### config.mk
export PLATFORM = sky130hd
export DESIGN_NAME = seg_scan_driver_flat
export DESIGN_NICKNAME = d
export VERILOG_FILES = /design/src/rtl/seg_scan_if.sv /design/src/rtl/seg_scan_driver.sv /design/src/flat_wrapper.sv
export SDC_FILE = /design/constraint.sdc
export NUM_CORES = 1
export LEC_CHECK = 0
export ABC_CLOCK_PERIOD_IN_PS = 8900
export BUFFER_PORTS_ARGS = -buffer_cell sky130_fd_sc_hd__clkbuf_2
export CAP_MARGIN = 15
export CORE_MARGIN = 4
export CORE_UTILIZATION = 66
export DETAILED_ROUTE_END_ITERATION = 8
export PLACE_DENSITY = 0.86
export SLEW_MARGIN = 20
export SYNTH_ARGS = -nofsm -noshare
export SYNTH_HDL_FRONTEND = slang
export SYNTH_SLANG_ARGS = --single-unit
export TNS_END_PERCENT = 10
### constraint.sdc
create_clock -name clk -period 8.9 [get_ports clk]
set_input_delay 1.78 -clock clk [delete_from_list [all_inputs] [get_ports clk]]
set_output_delay 1.78 -clock clk [all_outputs]
set_load 0.1 [all_outputs]
### src/rtl/seg_scan_if.sv
// Load handshake between core logic and the seven-segment scan driver.
// The core side sends a value with its format flags and sees busy and overflow back.
interface seg_scan_if #(
   parameter int WIDTH = 16
);
   logic [WIDTH-1:0] value;
   logic             load;
   logic             dec_mode;
   logic             blank_lz;
   logic             busy;
   logic             ovf;

   modport master (output value, load, dec_mode, blank_lz, input busy, ovf);
   modport slave  (input value, load, dec_mode, blank_lz, output busy, ovf);
endinterface

### src/rtl/seg_scan_driver.sv
// Multiplexed common-anode seven-segment driver with hex/decimal conversion.
// New digits are committed only on the scan-frame wrap, so the display never tears.
//
// state | meaning
// IDLE  | displaying the active digits, ready to accept a load
// CONV  | hex nibble capture (1 cycle) or double-dabble (WIDTH cycles)
// PEND  | shadow ready, waiting for the frame-boundary tick to commit
module seg_scan_driver #(
   parameter int DIGITS   = 4,
   parameter int WIDTH    = 16,
   parameter int TICK_DIV = 65536
) (
   input  logic              clk,
   input  logic              rst_n,
   seg_scan_if.slave         bus,
   input  logic [DIGITS-1:0] dp_mask,
   output logic [0:6]        sseg,
   output logic              dp,
   output logic [DIGITS-1:0] an
);
   localparam int DBCD = (WIDTH + 2) / 3;
   localparam int NHEX = (WIDTH + 3) / 4;
   localparam int NSH0 = (DBCD > NHEX) ? DBCD : NHEX;
   localparam int NSH  = (NSH0 > DIGITS) ? NSH0 : DIGITS;
   localparam int SW   = 4 * NSH;
   localparam int IW   = (DIGITS > 1) ? $clog2(DIGITS) : 1;
   localparam int DW   = $clog2(TICK_DIV);
   localparam int CW   = $clog2(WIDTH + 1);

   typedef enum logic [1:0] {IDLE, CONV, PEND} state_t;

   state_t                  state;
   logic [DW-1:0]           div;
   logic [IW-1:0]           idx;
   logic [WIDTH-1:0]        val_sr;
   logic                    dec_q;
   logic                    blz_q;
   logic [CW-1:0]           cnt;
   logic [SW-1:0]           shad;
   logic [DIGITS-1:0][3:0]  act_dig;
   logic [DIGITS-1:0]       act_blank;

   logic                    tick;
   logic                    commit;
   logic [IW-1:0]           idx_nx;
   logic [SW-1:0]           dab_nx;
   logic                    ovf_c;
   logic [DIGITS-1:0]       blank_c;
   logic [DIGITS-1:0][3:0]  act_dig_nx;
   logic [DIGITS-1:0]       act_blank_nx;
   logic                    ovf_nx;
   logic [0:6]              seg_nx;

   function automatic logic [6:0] glyph(input logic [3:0] d);
      case (d)
         4'h0: glyph = 7'b0000001;
         4'h1: glyph = 7'b1001111;
         4'h2: glyph = 7'b0010010;
         4'h3: glyph = 7'b0000110;
         4'h4: glyph = 7'b1001100;
         4'h5: glyph = 7'b0100100;
         4'h6: glyph = 7'b0100000;
         4'h7: glyph = 7'b0001111;
         4'h8: glyph = 7'b0000000;
         4'h9: glyph = 7'b0000100;
         4'hA: glyph = 7'b0001000;
         4'hB: glyph = 7'b1100000;
         4'hC: glyph = 7'b0110001;
         4'hD: glyph = 7'b1000010;
         4'hE: glyph = 7'b0110000;
         default: glyph = 7'b0111000;
      endcase
   endfunction

   assign tick   = (div == DW'(TICK_DIV - 1));
   assign commit = (state == PEND) && tick && (idx == IW'(DIGITS - 1));
   assign idx_nx = !tick ? idx : (idx == IW'(DIGITS - 1)) ? '0 : idx + IW'(1);
   assign ovf_c  = |(shad >> (4 * DIGITS));

   // One double-dabble step: add 3 to every BCD digit >= 5, then shift in the next bit.
   always_comb begin
      logic [SW-1:0] tmp;
      tmp = shad;
      for (int d = 0; d < NSH; d++) begin
         if (tmp[4*d +: 4] >= 4'd5) tmp[4*d +: 4] = tmp[4*d +: 4] + 4'd3;
      end
      dab_nx = {tmp[SW-2:0], val_sr[WIDTH-1]};
   end

   // Blank zeros above the most significant nonzero digit; digit 0 always shows.
   always_comb begin
      logic zero_run;
      blank_c  = '0;
      zero_run = blz_q && !ovf_c;
      for (int i = DIGITS - 1; i >= 1; i--) begin
         if (shad[4*i +: 4] != 4'd0) zero_run = 1'b0;
         blank_c[i] = zero_run;
      end
   end

   always_comb begin
      act_dig_nx   = act_dig;
      act_blank_nx = act_blank;
      ovf_nx       = bus.ovf;
      if (commit) begin
         for (int i = 0; i < DIGITS; i++) act_dig_nx[i] = shad[4*i +: 4];
         act_blank_nx = blank_c;
         ovf_nx       = ovf_c;
      end
      if (ovf_nx)                    seg_nx = 7'b1111110;
      else if (act_blank_nx[idx_nx]) seg_nx = 7'b1111111;
      else                           seg_nx = glyph(act_dig_nx[idx_nx]);
   end

   always_ff @(posedge clk or negedge rst_n) begin
      if (!rst_n) begin
         state     <= IDLE;
         div       <= '0;
         idx       <= '0;
         val_sr    <= '0;
         dec_q     <= 1'b0;
         blz_q     <= 1'b0;
         cnt       <= '0;
         shad      <= '0;
         act_dig   <= '0;
         act_blank <= '0;
         bus.busy  <= 1'b0;
         bus.ovf   <= 1'b0;
         an        <= '1;
         sseg      <= 7'b1111111;
         dp        <= 1'b1;
      end else begin
         div       <= tick ? '0 : div + DW'(1);
         idx       <= idx_nx;
         act_dig   <= act_dig_nx;
         act_blank <= act_blank_nx;
         bus.ovf   <= ovf_nx;
         if (tick) begin
            an   <= ~(DIGITS'(1) << idx_nx);
            sseg <= seg_nx;
            dp   <= ~dp_mask[idx_nx];
         end
         case (state)
            IDLE: begin
               if (bus.load && !bus.busy) begin
                  val_sr   <= bus.value;
                  dec_q    <= bus.dec_mode;
                  blz_q    <= bus.blank_lz;
                  cnt      <= CW'(WIDTH - 1);
                  shad     <= '0;
                  bus.busy <= 1'b1;
                  state    <= CONV;
               end
            end
            CONV: begin
               if (!dec_q) begin
                  shad  <= SW'(val_sr);
                  state <= PEND;
               end else begin
                  shad   <= dab_nx;
                  val_sr <= val_sr << 1;
                  if (cnt == '0) state <= PEND;
                  else           cnt   <= cnt - CW'(1);
               end
            end
            PEND: begin
               if (commit) begin
                  bus.busy <= 1'b0;
                  state    <= IDLE;
               end
            end
            default: state <= IDLE;
         endcase
      end
   end
endmodule

### src/flat_wrapper.sv
// flat-port wrapper written by rule: the top's interface ports become plain ports
module seg_scan_driver_flat 
#(
   parameter int DIGITS   = 4,
   parameter int WIDTH    = 16,
   parameter int TICK_DIV = 65536
)
  (clk, rst_n, dp_mask, sseg, dp, an, bus_value, bus_load, bus_dec_mode, bus_blank_lz, bus_busy, bus_ovf);
  seg_scan_if #(.WIDTH(WIDTH)) bus_i ();
  input  logic clk;
  input  logic rst_n;
  input  logic [DIGITS-1:0] dp_mask;
  output logic [0:6] sseg;
  output logic dp;
  output logic [DIGITS-1:0] an;
  input wire logic [$bits(bus_i.value)-1:0] bus_value;
  input wire logic [$bits(bus_i.load)-1:0] bus_load;
  input wire logic [$bits(bus_i.dec_mode)-1:0] bus_dec_mode;
  input wire logic [$bits(bus_i.blank_lz)-1:0] bus_blank_lz;
  output wire logic [$bits(bus_i.busy)-1:0] bus_busy;
  output wire logic [$bits(bus_i.ovf)-1:0] bus_ovf;
  assign bus_i.value = bus_value;
  assign bus_i.load = bus_load;
  assign bus_i.dec_mode = bus_dec_mode;
  assign bus_i.blank_lz = bus_blank_lz;
  assign bus_busy = bus_i.busy;
  assign bus_ovf = bus_i.ovf;
  seg_scan_driver #(.DIGITS(DIGITS), .WIDTH(WIDTH), .TICK_DIV(TICK_DIV)) u_core (.clk(clk), .rst_n(rst_n), .bus(bus_i), .dp_mask(dp_mask), .sseg(sseg), .dp(dp), .an(an));
endmodule
==> results <==
- The run finished with clean final reports.
- The number of different library cells used by synthesis comes to 65.
- Summed over its instances, the top area cell type makes up 38.3% of the synthesized netlist area.
- After detailed routing, the number of vias per cell comes to 5.96.
- The tightest slew margin relative to the limit is 31.2%.
- The die covers 10400 µm².
- Clock latency on the worst-skew pair, taken at its later pin, is 0.37 ns.
- At the end of routability-driven placement, the weighted congestion stood at 0.878.
- Counting flops and latches in the post-synthesis netlist gives 101.
- The net count of the mapped netlist is 687.
- The per-instance average area after synthesis is 9.16 µm².
- The number of rows created at floorplan is 33.
- Data on the critical path arrives at its endpoint at 4.17 ns.
- The final route contains 4574 vias.
- Measured along the x axis, the die boundary spans 102 µm.
- The share of the Yosys chip area taken by registers is 43.7%.
- The post-cts sizing count is 0.
- The worst vdd rail ir drop is 0.000204 V.
- OpenSTA, run right after detailed placement, puts the worst setup slack at 5.04 ns.
- In this run switching power makes up 38.6% of total power.
- The register clock-pin slew on the reported worst setup and hold paths is 0.10 ns.
- The pre-antenna-repair detailed-routing pass consisted of 7 iterations.
- The fraction of layout cells with a size suffix above 1 is 15.9%.
- The worst-path maximum fanout is 19.
- Summing all non-filler instances in the final layout gives an area of 6270 µm².
- The final wirelength is 12300 µm.
- The number of antenna diodes in the final layout is 0.
- Setup repair after global routing left no endpoint under its margin.
- The number of placed I/O pins is 39.
- The critical path class is register to register.
- For this run, the number of Yosys warnings is 0.
- In this run, synthesis inferred 0 flip-flops with an integrated enable.
- By area the synthesized netlist is led by dfrtp_1 38%, nand2_1 7.2%, ha_1 5.8%.
- Counting every instance in the synthesized netlist gives 635.
- The most common flop cell mapped by yosys is dfrtp_1.
- For this block, the initial DRC count from the detailed router was 213.
- The count of port buffers added during placement is 38.
- The cell area after synthesis is 5820 µm².
- The number of hold buffers added after CTS is 0.
- The clock network power share is 21.2%.
- After global routing the overflow that remains totals 0.
- Of the total power, combinational logic draws 31.5%.
- Across all setup checks in the final design, the least slack found is 5.02 ns.
- After detailed routing, the average wire length per cell comes to 16.0 µm.
- Of all flip-flops after synthesis, the portion carrying an async set or reset was 100%.
- The tightest min-delay check is of the register to register type.
- The worst setup path is launched from a register.
- The root buffer cell chosen for the clock tree is clkbuf_8.
- The die height is 102 µm.
- The number of max-cap violations is 0.
- Between clock sinks in the finished design, the worst skew comes to 0.0120 ns.
- The final count of hold timing violations is 0.
- The tree built by TritonCTS fans out to 101 sinks.
- Setup violations remaining at the end of the flow were counted as 0.
- The leading area contributor after synthesis is dfrtp_1.
- The instance area at placement is 6050 µm².
- The TritonCTS clock tree is done.
- The number of setup buffers added after CTS is 0.
- The sequential cell fraction of total power is 47.3%.
- The total routing usage reported by global routing is 24.9%.
- For this run, design rule violations remaining after detail routing come to 0.
- The H-tree was split into 3 levels.
- The initial utilization of the core area, before any placement, comes to 69.4%.
- The antenna violation net count after detailed routing is 0.
- In the post-synthesis netlist, the cell with the most instances is nand2_1.
- Sorting the synthesized cells by how often they occur yields 111 x nand2_1, 89 x dfrtp_1, 57 x nor2_1.
- The tightest hold margin is 0.466 ns.
- The via count of the first global-routing pass is 4406.
- The required time at the endpoint of the critical path is 9.19 ns.
- The clock passes through at most 2 buffers.
- The worst path needs 3.88 ns of the cycle, external delays included.
- For the final routed database, the setup TNS stands at 0 ns.
- The final-report max-slew violation count came to 0.
- The leakage dissipation is 3.02 nW.
- The placed wire-length estimate after detailed placement is 8750 µm.
- Entering global routing, the biggest net connects 54 pins.
- Static timing analysis puts the maximum clock frequency at 0.258 GHz.
- The signed area change from the synthesized netlist to the final layout is 7.70%.
- The placeable core area is 8380 µm².
- The number of nets in the finished design is 709.
- The internal power of the cells is 0.000885 W.
- At the pin with the least slew margin, the transition time is 1.00 ns.
- For this design the total switching power over the nets is 0.000556 W.
- The type of destination of the critical path is a register.
- Power spread over the standard cell area amounts to 230 nW/µm².
- The first-pass GRT wire length is 20600 µm.
- Buffers inserted during clock tree synthesis total 9.
- The count of fill cells added during filler insertion is 594.
- The post-route clock period utilization is 43.6%.
- The initial antenna violation count was 0.
[per-stage QoR]
step           total power (W)  utilization [%]  instances
5_1_grt                0.00154             74.8        767
2_1_floorplan         0.000996                -        635
3_5_place_dp           0.00113             72.1        751
6_report               0.00144             74.8        767
3_3_place_gp           0.00110             72.1        751
4_1_cts                0.00144             74.6        767
[cells in the final DEF (no fill, tap or decap), types with 5 or more instances in the layout]
master,instances
mux2i_1,31
nand2b_1,7
mux2_2,8
xnor2_1,11
a31oi_1,8
a21oi_1,25
o22ai_1,19
dfrtp_1,89
ha_1,27
xor2_1,12
nor2b_1,9
o21ai_1,5
nor3_1,14
clkbuf_8,10
clkbuf_2,37
inv_1,27
o21ai_0,55
nand2_1,111
nand3_1,9
dfstp_2,12
nor2_1,57
[path summary, 6_finish.rpt]
kind                                    startpoint                      endpoint  slack [ns]  depth (start not counted)
max in group asynchronous                    rst_n  u_core.act_dig[10]$_DFF_PN0_        6.38                          2
max reg2reg                u_core.div[0]$_DFF_PN0_    u_core.sseg[5]$_DFFE_PN1N_        5.02                         12
min                        u_core.div[0]$_DFF_PN0_       u_core.div[0]$_DFF_PN0_        0.47                          1
min in group asynchronous                    rst_n       u_core.div[7]$_DFF_PN0_        1.41                          1
min reg2reg                u_core.div[0]$_DFF_PN0_       u_core.div[0]$_DFF_PN0_        0.47                          1
max                        u_core.div[0]$_DFF_PN0_    u_core.sseg[5]$_DFFE_PN1N_        5.02                         12
[layout make-up]
cell class / count / area, µm² / area share (%)
Sequential cell: 101 / 2540 / 40.6
Timing Repair Buffer: 41 / 215 / 3.43
Inverter: 27 / 101 / 1.62
Clock inverter: 6 / 70.1 / 1.12
Multi-Input combinational cell: 477 / 3070 / 49.0
Tap cell: 105 / 131 / 2.10
Clock buffer: 10 / 138 / 2.20
[per-layer routing]
metal  global-route usage (%)  routed length [µm]
met5                        0                   0
met4                     6.66                 194
met3                     4.57                 640
met2                     40.8                5940
met1                     34.6                5480
[sequential cells by signal (all words and copies together) (netlist names), 2 cells and up]
name	flops
u_core.div	16
u_core.cnt	5
u_core.val_sr	16
u_core.idx	2
u_core.act_blank	4
u_core.shad	24
u_core.act_dig	16
u_core.state	2
u_core.an	4
u_core.sseg	7
[power by group through the flow]
stage | Sequential [W] | Clock [W] | Combinational, W
final | 0.000682 | 0.000305 | 0.000454
after global routing | 0.000698 | 0.000326 | 0.000517
after CTS | 0.000677 | 0.000306 | 0.000453
after detailed placement | 0.000686 | 0 | 0.000445
after global placement | 0.000679 | 0 | 0.000418
after floorplan | 0.000631 | 0 | 0.000365
[logic make-up (layout without fill, tap and decap cells)]
| logic type | Yosys count | count (layout) | share of synthesized area, % |
|---|---|---|---|
| AND/OR/NAND/NOR | 245 | 245 | 20.5 |
| AO/OA/AOI/OAI | 137 | 137 | 14.0 |
| multiplexers | 45 | 45 | 8.58 |
| adder cells (fa/ha/maj) | 27 | 27 | 5.81 |
| flip-flops | 101 | 101 | 43.7 |
| XOR/XNOR | 23 | 23 | 3.46 |
| buffers and inverters | 57 | 84 | 4.00 |
[critical path: stages, from the launching register on]
cell and delay (ns):
dfrtp_1 0.38, ha_1 0.20, nand3_2 0.19, nor4_4 0.33, buf_4 0.30, mux2i_1 0.86
nor3_1 0.14, a21oi_1 0.42, inv_1 0.13, ha_1 0.27, or2_2 0.30, a32oi_1 0.20
a21oi_1 0.09
No activity file was read; power rests on OpenSTA's default activity.
